===== src/rtl/snn_cfg_sequencer.sv =====
// rtl/snn_cfg_sequencer.sv - configuration loader and timestep sequencer for the three-layer spiking network
//
// Purpose
//   Shifts a byte-wide, MSB-first configuration frame into a shadow register,
//   commits it atomically to the network's weight/parameter buses, and
//   generates the network's one-cycle timestep strobe in free-running or
//   single-step mode.
//
// Ports
//   clk, rst_n      clock, asynchronous active-low reset
//   cfg_start       pulse: begin or restart a configuration frame
//   cfg_valid       cfg_data holds a byte
//   cfg_data        configuration byte
//   cfg_ready       byte accepted when cfg_valid & cfg_ready
//   run             level: free-running timestep mode
//   step            pulse: single timestep when run=0
//   input_weights   active weights (WEIGHT_BITS)
//   neuron_params   active neuron params (PARAM_BITS)
//   net_enable      one-cycle timestep strobe
//   cfg_loaded      at least one frame committed since reset
//   cfg_err         one-cycle pulse: frame aborted or rejected
//
// Configuration macro
//   SNN_CFG_CHECKSUM_EN  frame carries a trailing XOR byte that must match
//                        before the commit happens.

module snn_cfg_sequencer #(
  parameter int WEIGHT_BITS = 216,
  parameter int PARAM_BITS  = 96,
  parameter int TICK_DIV    = 16
) (
  input  logic                   clk,
  input  logic                   rst_n,
  input  logic                   cfg_start,
  input  logic                   cfg_valid,
  input  logic [7:0]             cfg_data,
  output logic                   cfg_ready,
  input  logic                   run,
  input  logic                   step,
  output logic [WEIGHT_BITS-1:0] input_weights,
  output logic [PARAM_BITS-1:0]  neuron_params,
  output logic                   net_enable,
  output logic                   cfg_loaded,
  output logic                   cfg_err
);

  localparam int N      = WEIGHT_BITS + PARAM_BITS;
  localparam int NBYTES = N / 8;
`ifdef SNN_CFG_CHECKSUM_EN
  localparam int FRAME_LEN = NBYTES + 1;
`else
  localparam int FRAME_LEN = NBYTES;
`endif
  localparam int CW = $clog2(FRAME_LEN + 1);
  localparam int TW = (TICK_DIV > 1) ? $clog2(TICK_DIV) : 1;

  typedef enum logic [1:0] {
    IDLE   = 2'd0,
    LOAD   = 2'd1,
    COMMIT = 2'd2
  } state_t;

  state_t          state, state_nxt;
  logic [CW-1:0]   byte_cnt, byte_cnt_nxt;
  logic [N-1:0]    shadow, shadow_nxt;
  logic            err_nxt;
  logic [TW-1:0]   tick_cnt;
  logic            step_pend;
  logic            commit;
  logic            tick_fire;
  logic            step_fire;
`ifdef SNN_CFG_CHECKSUM_EN
  logic [7:0]      csum, csum_nxt;
`endif

  // ---------------------------------------------------------------- loader FSM
  always_ff @(posedge clk or negedge rst_n) begin
    if (!rst_n) begin
      state    <= IDLE;
      byte_cnt <= '0;
      shadow   <= '0;
      cfg_err  <= 1'b0;
`ifdef SNN_CFG_CHECKSUM_EN
      csum     <= '0;
`endif
    end else begin
      state    <= state_nxt;
      byte_cnt <= byte_cnt_nxt;
      shadow   <= shadow_nxt;
      cfg_err  <= err_nxt;
`ifdef SNN_CFG_CHECKSUM_EN
      csum     <= csum_nxt;
`endif
    end
  end

  always_comb begin
    state_nxt    = state;
    byte_cnt_nxt = byte_cnt;
    shadow_nxt   = shadow;
    err_nxt      = 1'b0;
    cfg_ready    = 1'b0;
`ifdef SNN_CFG_CHECKSUM_EN
    csum_nxt     = csum;
`endif
    case (state)
      IDLE: begin
        if (cfg_start) begin
          state_nxt    = LOAD;
          byte_cnt_nxt = '0;
`ifdef SNN_CFG_CHECKSUM_EN
          csum_nxt     = '0;
`endif
        end
      end
      LOAD: begin
        cfg_ready = 1'b1;
        // A restart wins over any byte presented in the same cycle; that
        // byte is dropped and the frame begins again from byte 0.
        if (cfg_start) begin
          err_nxt      = 1'b1;
          byte_cnt_nxt = '0;
`ifdef SNN_CFG_CHECKSUM_EN
          csum_nxt     = '0;
`endif
        end else if (cfg_valid) begin
`ifdef SNN_CFG_CHECKSUM_EN
          if (byte_cnt == CW'(NBYTES)) begin
            // Trailing check byte: never enters the shadow.
            if (cfg_data == csum) begin
              state_nxt = COMMIT;
            end else begin
              err_nxt   = 1'b1;
              state_nxt = IDLE;
            end
          end else begin
            shadow_nxt   = {shadow[N-9:0], cfg_data};
            csum_nxt     = csum ^ cfg_data;
            byte_cnt_nxt = byte_cnt + CW'(1);
          end
`else
          shadow_nxt   = {shadow[N-9:0], cfg_data};
          byte_cnt_nxt = byte_cnt + CW'(1);
          if (byte_cnt == CW'(NBYTES - 1)) begin
            state_nxt = COMMIT;
          end
`endif
        end
      end
      COMMIT: begin
        state_nxt = IDLE;
      end
      default: begin
        state_nxt = IDLE;
      end
    endcase
  end

  // Active buses only move in the COMMIT cycle.
  always_ff @(posedge clk or negedge rst_n) begin
    if (!rst_n) begin
      input_weights <= '0;
      neuron_params <= '0;
      cfg_loaded    <= 1'b0;
    end else if (state == COMMIT) begin
      input_weights <= shadow[N-1:PARAM_BITS];
      neuron_params <= shadow[PARAM_BITS-1:0];
      cfg_loaded    <= 1'b1;
    end
  end

  // ---------------------------------------------------------------- sequencer
  // In the COMMIT cycle the tick counter freezes and step requests are held
  // over, so a strobe always lands one cycle after the buses change.
  assign commit    = (state == COMMIT);
  assign tick_fire = run && !commit && (tick_cnt == TW'(TICK_DIV - 1));
  assign step_fire = !run && !commit && (step || step_pend);

  always_ff @(posedge clk or negedge rst_n) begin
    if (!rst_n) begin
      tick_cnt   <= '0;
      step_pend  <= 1'b0;
      net_enable <= 1'b0;
    end else begin
      if (!run) begin
        tick_cnt <= '0;
      end else if (!commit) begin
        if (tick_cnt == TW'(TICK_DIV - 1)) begin
          tick_cnt <= '0;
        end else begin
          tick_cnt <= tick_cnt + TW'(1);
        end
      end
      step_pend  <= !run && commit && (step || step_pend);
      net_enable <= cfg_loaded && (tick_fire || step_fire);
    end
  end

endmodule

===== config.mk =====
export PLATFORM = sky130hd
export DESIGN_NAME = snn_cfg_sequencer
export DESIGN_NICKNAME = d
export VERILOG_FILES = /design/src/rtl/snn_cfg_sequencer.sv
export SDC_FILE = /design/constraint.sdc
export NUM_CORES = 1
export LEC_CHECK = 0
export CORE_MARGIN = 10
export CORE_UTILIZATION = 55
export CTS_CLUSTER_DIAMETER = 150
export DETAILED_ROUTE_END_ITERATION = 6
export PLACE_DENSITY = 0.8
export SLEW_MARGIN = 20
export SYNTH_ARGS = -nofsm -noshare
export SYNTH_HDL_FRONTEND = slang
export SYNTH_SLANG_ARGS = --single-unit

===== constraint.sdc =====
create_clock -name clk -period 3.45 [get_ports clk]
set_input_delay 0.69 -clock clk [delete_from_list [all_inputs] [get_ports clk]]
set_output_delay 0.69 -clock clk [all_outputs]
set_load 0.02 [all_outputs]

# Yosys cells after proc, flatten, opt, wreduce, memory -nomap -nowiden
# Index checks and enable logic that the tools add are counted.
# W data, S select, Z words.
# word_totals
regBits	640
input_bits	14
out_inout_bits	316
wordCells	54
# classes
addsub	2
n_eq_ne	10
mux	15
bitwise_logic	1
n_reduce_logical	16
# op_table
op	n
$mux W6	3
$mux W4	3
$pmux W6 S2	1
$ne A2 B2 Y1 const B	5
$mux W2	4
$logic_and A1 B1 Y1	7
$add A6 B1 Y6 const B	1
$eq A6 B6 Y1 const B	1
$reduce_and A3 Y1	2
$add A4 B1 Y4 const B	1
$eq A4 B4 Y1 const B	1
$pmux W2 S2	1
$reduce_and A4 Y1	1
$mux W1	3
$ne A3 B3 Y1 const B	1
$eq A2 B1 Y1 const B	1
$eq A2 B2 Y1 const B	1
$logic_not A1 Y1	2
$logic_not A2 Y1	1
$logic_or A1 B1 Y1	2
$reduce_bool A2 Y1	1
$not A1 Y1	1

# Logic depth before layout (Yosys ltp)
# Gate-level depths: netlist (run 1).
# depth
ltp_word	6
depth_mapped	7
mapped_depth_nobuf	5

# Worst setup path before layout (run 1)
# No wires, ideal clock.
# synth_timing
path_type	input-to-reg
startpoint	input cfg_start
endpoint	register shadow[100]
setup_time_ps	127
t_arrival_ps	1842
required_time_ps	3323
setup_slack_ps	1481
cell_stages	6
n_path_buf	3
path_cell_list	or2_1 > buf_6 > nor2_8 > buf_8 > buf_8 > mux2_1
# synth_between
elab_chain_len	2
# synth_rtl
element	line	source
start: declaration	34	input logic cfg_start,
$not A1 Y1 (no line)	-	
$reduce_and A3 Y1 (no line)	-	
end signal: assignment	89	shadow <= shadow_nxt;
end: declaration	65	logic [N-1:0] shadow, shadow_nxt;
# No other way between the ends.
# A chain may end at the register's enable or synchronous reset.

# Worst setup path in the final report (run 1)
# layout_timing
startpoint	register state[1]
endpoint	output cfg_ready
# layout_between
elab_chain_len	2
# layout_rtl
element	line	source
start: declaration	63	state_t state, state_nxt;
start signal: assignment	87	state <= state_nxt;
$eq A2 B1 Y1	106	case (state)
$mux W1	106	
end: declaration	37	output logic cfg_ready,
# No other way between the ends.

==> results.py, run 1 <==
metrics = {
    "critical_path": {
        "criticalPathCategory": "register to output port",
        "cp_max_fo": 13,
        "slowest_delay_ns": 0.72,
        "crit_buf_inv": 1,
        "crit_family": "buffers and inverters",
        "cp-start-kind": "register",
        "cp.arrival_ns": 2.11,
        "cp-end-kind": "output port",
        "path_cells": "nor2b_1 -> clkdlybuf4s50_1",
        "critPathRequiredTime_ns": 2.76,
        "cp_slowest_cell": "clkdlybuf4s50_1",
    },
    "global_route": {
        "grt.overflow.total": 0,
        "grt_max_degree": 183,
        "grt_use_total": 0.218,
        "grt_pass1_vias": 16700,
        "grt_pass1_wl_um": 93800,
        "antenna_found_initial": 0,
    },
    "routing": {
        "viasPerCell": 5.27,
        "drc_errors": 0,
        "antenna_left": 0,
        "dr.first_iter.drc_count": 1365,
        "vias": 15900,
        "routedWlPerCell_um": 19.2,
        "routed_wl_um": 57800,
        "drtPass1Iterations": 5,
    },
    "logic_synthesis": {
        "synthDistinctLibCells": 37,
        "ys_warn_count": 0,
        "synth-main-ff-cell": "dfrtp_1",
        "postSynthAreaPerCell_um2": 11.8,
        "synth_top_area_share": 0.660,
        "ys_seq_area_frac": 0.660,
        "synth_area_leaders": "dfrtp_1 66%, nand2_1 15%, mux2_1 9.7%",
        "synth.largest_area_cell": "dfrtp_1",
        "synth_edf_count": 0,
        "synth_nets": 2076,
        "ys_seq_elements": 640,
        "async_reset_ff_frac": 1.00,
        "netlist_instances": 2059,
        "syn_area_um2": 24300,
    },
    "floorplanning": {
        "die_w_um": 230,
        "die-area_um2": 52900,
        "io-pin-count": 330,
        "rows": 76,
        "coreArea_um2": 43400,
        "initial_utilization": 0.559,
        "dieHeight_um": 230,
    },
    "timing": {
        "rsz0062_at_grt": "false",
        "finalCritPeriodShare": 0.810,
        "max_freq_ghz": 0.358,
        "final_hold_viol_count": 0,
        "min_period_ns": 2.80,
        "fin_skew_ns": 0.0122,
        "tightestPinTransition_ns": 0.810,
        "final-setup-viol-count": 0,
        "slew_headroom": 0.460,
        "tns_ns": 0,
        "drv_slew": 0,
    },
    "pwr": {
        "ir_drop_uv": 425,
        "p_per_area_nw_per_um2": 547,
        "p_leak_nw": 15.6,
    },
    "hold_path": {
        "hold_class": "primary input to async pin",
    },
    "finish": {
        "fin_util": 0.693,
        "area_growth_pct": 23.8,
        "design_area_um2": 30000,
        "layout_commonest_cell": "nand2_1",
        "final_cell_mix": "944 x nand2_1, 640 x dfrtp_1, 328 x clkdlybuf4s50_1",
        "drive_gt1_frac": 0.0995,
        "nets": 2393,
        "antenna_cells": 0,
    },
    "cts": {
        "cts_resized": 0,
        "path_clk_slew_ns": 0.06,
        "cts_setup_buffers": 0,
        "numClockSinks": 640,
        "cts_tree": "yes",
        "cts.path.max_buffers": 3,
        "cts_made_buffers": 60,
        "clock_latency_ns": 0.60,
        "ctsHoldBuffers": 0,
        "clockRootBuffer": "clkbuf_16",
        "cts_max_level": 2,
    },
    "outcome": {
        "status": "finished, final reports clean",
    },
    "placed_design": {
        "placed_area_um2": 27900,
        "gp_congestion": 0.821,
        "post-dp-hpwl_um": 38400,
        "io_buffer_count": 329,
    },
    "job": {
        "drv_cap": 0,
    },
}
cells in the mapped netlist, types with 2 or more instances:
master	count
nand2_1	944
dfrtp_1	640
mux2_1	210
mux2_2	102
buf_2	36
clkbuf_1	33
buf_8	28
a21oi_1	7
inv_1	5
nand3_1	5
o21ai_0	5
buf_1	4
buf_4	3
ha_1	3
a211o_1	2
buf_6	2
nand2b_1	2
nand4_1	2
nor2_1	2
nor2b_1	2
nor4_1	2
nor4b_1	2
o211a_1	2
or2_1	2
or4_1	2
power breakdown:
group	switching [mW]	total (mW)	leakage [nW]	internal, mW
sequential	0.543	8.70	8.74	8.15
combinational	0.405	0.857	5.83	0.452
clock	2.78	6.87	1.05	4.09
total	3.72	16.4	15.6	12.7
stage by stage:
step                hold slack, ns  power [mW]  setup WS, ns  std cells
detailed placement           0.461        9.70         0.472       2899
global route                0.0772        17.0         0.571       3008
global placement             0.450        9.60         0.567       2899
floorplan                    0.394        9.22          1.48       2059
finish                      0.0460        16.4         0.654       3008
CTS                         0.0508        16.6         0.619       3008
area by class of cell:
type                       count  area [um^2]
tap                          585          732
clock inverter                21          255
sequential                   640        16000
fill                        3056        13300
timing repair buffer         362         3750
clock buffer                  88         1830
inverter                       5         18.8
multi-input combinational   1307         7430
path summary, 6_finish.rpt:
path / from / end / slack (ns) / depth (start not counted)
setup / recovery: state[1]$_DFFE_PN0P_ / cfg_ready / 0.65 / 2
setup reg to reg: state[1]$_DFFE_PN0P_ / shadow[164]$_DFFE_PN0P_ / 1.15 / 4
hold / removal: rst_n / input_weights[66]$_DFFE_PN0P_ / 0.05 / 1
max in group asynchronous: rst_n / shadow[215]$_DFFE_PN0P_ / 2.34 / 2
min in group clk: shadow[304]$_DFFE_PN0P_ / input_weights[208]$_DFFE_PN0P_ / 0.47 / 2
hold reg to reg: shadow[304]$_DFFE_PN0P_ / input_weights[208]$_DFFE_PN0P_ / 0.47 / 2
registers in the layout, summed over array words and instances, names as in the netlist:
name,cells
state,2
input_weights,216
step_pend,1
cfg_err,1
net_enable,1
tick_cnt,4
neuron_params,96
byte_cnt,6
shadow,312
cfg_loaded,1
cells by family (layout without fill, tap and decap cells):
kind of cell | count (synthesis) | in the layout | share of synthesized area
and+or+nand+nor | 967 | 967 | 0.152
DFF | 640 | 640 | 0.660
muxes | 313 | 313 | 0.145
buffers and inverters | 112 | 476 | 0.0339
AOI/OAI and AO/OA | 24 | 24 | 0.00665
adders and majority gates | 3 | 3 | 0.00155
per-layer routing:
metal	routed length [um]	global-route usage
met3	3710	0.0481
met2	28900	0.364
met1	23800	0.280
met5	0	0
met4	1430	0.0674
(Power assumes the default switching activity.)
==> run 2: changes to the inputs <==
==> constraint.sdc (replaced) <==
create_clock -name clk -period 2.7 [get_ports clk]
set_input_delay 0.54 -clock clk [delete_from_list [all_inputs] [get_ports clk]]
set_output_delay 0.54 -clock clk [all_outputs]
set_load 0.02 [all_outputs]
==> run 2 against run 1 <==
Flip-flop and latch count unchanged. Clock power up 35%. Hold slack better by 0.42 ns. Total power up 31%. Critical endpoint unchanged.
==> results.py, run 2 (synthesis results as in run 1) <==
metrics = {
    "cts": {
        "clockRootBuffer": "clkbuf_16",
        "clock_latency_ns": 0.62,
        "path_clk_slew_ns": 0.06,
        "cts_tree": "yes",
        "cts_made_buffers": 60,
        "cts_max_level": 2,
        "numClockSinks": 640,
        "cts_setup_buffers": 0,
        "cts.path.max_buffers": 3,
    },
    "finish": {
        "top_register": "shadow",
        "layout_commonest_cell": "nand2_1",
        "largest_register_ffs": 312,
        "nets": 2414,
        "top_regs": "shadow x312, input_weights x216, neuron_params x96",
        "area_growth_pct": 25.6,
        "drive_gt1_frac": 0.109,
        "design_area_um2": 30500,
        "final_cell_mix": "944 x nand2_1, 640 x dfrtp_1, 327 x clkdlybuf4s50_1",
    },
    "floorplanning": {
        "die_w_um": 230,
        "rows": 76,
        "coreArea_um2": 43400,
        "dieHeight_um": 230,
        "die-area_um2": 52900,
        "initial_utilization": 0.559,
        "io-pin-count": 330,
    },
    "timing": {
        "rsz0062_at_grt": "false",
        "final_hold_viol_count": 0,
        "min_period_ns": 2.24,
        "drv_slew": 0,
        "tightestPinTransition_ns": 0.678,
        "max_freq_ghz": 0.447,
        "fin_skew_ns": 0.0171,
        "slew_headroom": 0.548,
        "final-setup-viol-count": 0,
        "tns_ns": 0,
        "finalCritPeriodShare": 0.828,
    },
    "global_route": {
        "grt.overflow.total": 0,
        "grtUsageMet3": 0.0558,
        "gr-max-usage-layer": "met2",
        "grt_pass1_wl_um": 94200,
        "use_met2": 0.368,
        "antenna_found_initial": 2,
        "grt_max_degree": 114,
        "grt_pass1_vias": 16900,
        "grt_use_met1": 0.281,
        "grt_use_total": 0.220,
    },
    "critical_path": {
        "cp.arrival_ns": 1.70,
        "cp-startpoint": "state[0]$_DFFE_PN0P_",
        "critPathRequiredTime_ns": 2.16,
        "cp_slowest_cell": "dfrtp_1",
        "slowest_delay_ns": 0.56,
        "crit_buf_inv": 1,
        "cp-end-kind": "output port",
        "reg2reg_from": "state[1]$_DFFE_PN0P_",
        "cp_max_fo": 9,
        "crit_family": "flip-flops",
        "path_cells": "nor2b_1 -> dlymetal6s2s_1",
        "criticalPathCategory": "register to output port",
        "cp-start-kind": "register",
    },
    "pwr": {
        "p_comb_frac": 0.054,
        "p_sw_frac": 0.228,
        "p_leak_nw": 15.8,
        "p_per_area_nw_per_um2": 708,
        "ir_drop_uv": 500,
        "p_seq_frac": 0.518,
        "power_frac_clock": 0.429,
        "intPower_mw": 16.7,
        "p_switching_mw": 4.92,
    },
    "routing": {
        "routedWlPerCell_um": 19.4,
        "drc_errors": 0,
        "viasPerCell": 5.28,
        "antenna_left": 0,
        "routed_wl_um": 58800,
        "dr.first_iter.drc_count": 1319,
        "vias": 16000,
        "drtPass1Iterations": 5,
    },
    "placed_design": {
        "placed_area_um2": 28200,
        "post-dp-hpwl_um": 39300,
        "io_buffer_count": 329,
        "gp_congestion": 0.820,
    },
    "hold_path": {
        "hold_class": "primary input to async pin",
    },
    "outcome": {
        "status": "finished, final reports clean",
    },
    "job": {
        "drv_cap": 0,
    },
}
-- run 2: metrics by stage --
stage               setup WS, ns  hold WS [ns]  cells  total power [mW]  utilization
floorplan                  0.881         0.244   2059              11.8            -
global placement           0.224         0.444   2919              12.3        0.651
finish                     0.464         0.466   3034              21.6        0.703
detailed placement         0.192         0.456   2919              12.5        0.651
global route               0.372         0.478   3034              22.3        0.703
CTS                       0.0564         0.463   3033              21.8        0.703
-- run 2: layout make-up --
type / count / area, um^2
timing repair buffer: 383 / 4060
clock buffer: 83 / 1770
sequential: 640 / 16000
fill: 2920 / 12900
antenna: 1 / 2.50
inverter: 5 / 18.8
multi-input combinational: 1307 / 7430
clock inverter: 30 / 445
tap: 585 / 732
-- run 2: final timing paths --
check | endpoint | slack, ns | cells past startpoint
max in group asynchronous | neuron_params[15]$_DFFE_PN0P_ | 1.32 | 4
max | cfg_ready | 0.46 | 2
min | shadow[170]$_DFFE_PN0P_ | 0.47 | 2
min in group clk | input_weights[214]$_DFFE_PN0P_ | 0.47 | 2
max reg2reg | shadow[155]$_DFFE_PN0P_ | 0.56 | 5
min reg2reg | input_weights[214]$_DFFE_PN0P_ | 0.47 | 2
-- run 2: power groups by stage --
stage	Sequential [mW]	Clock, mW	Combinational, mW
floorplan	11.0	0	0.800
global placement	11.2	0	1.07
detailed placement	11.3	0	1.16
CTS	11.1	9.42	1.20
global route	11.3	9.79	1.30
finish	11.2	9.25	1.16
-- run 2: per-layer routing --
metal | vias to the layer above | wire, um
met5 | - | 20
met4 | 2 | 998
met3 | 75 | 3720
met2 | 469 | 29300
met1 | 8204 | 24700
li1 | 7269 | -
-- run 2: timing repair --
item / CTS / global route
gates resized for setup: 0 / 1
endpoints found under the setup margin: 0 / 1
hold buffers: 1 / 0
hold endpoints to repair: 49 / 0
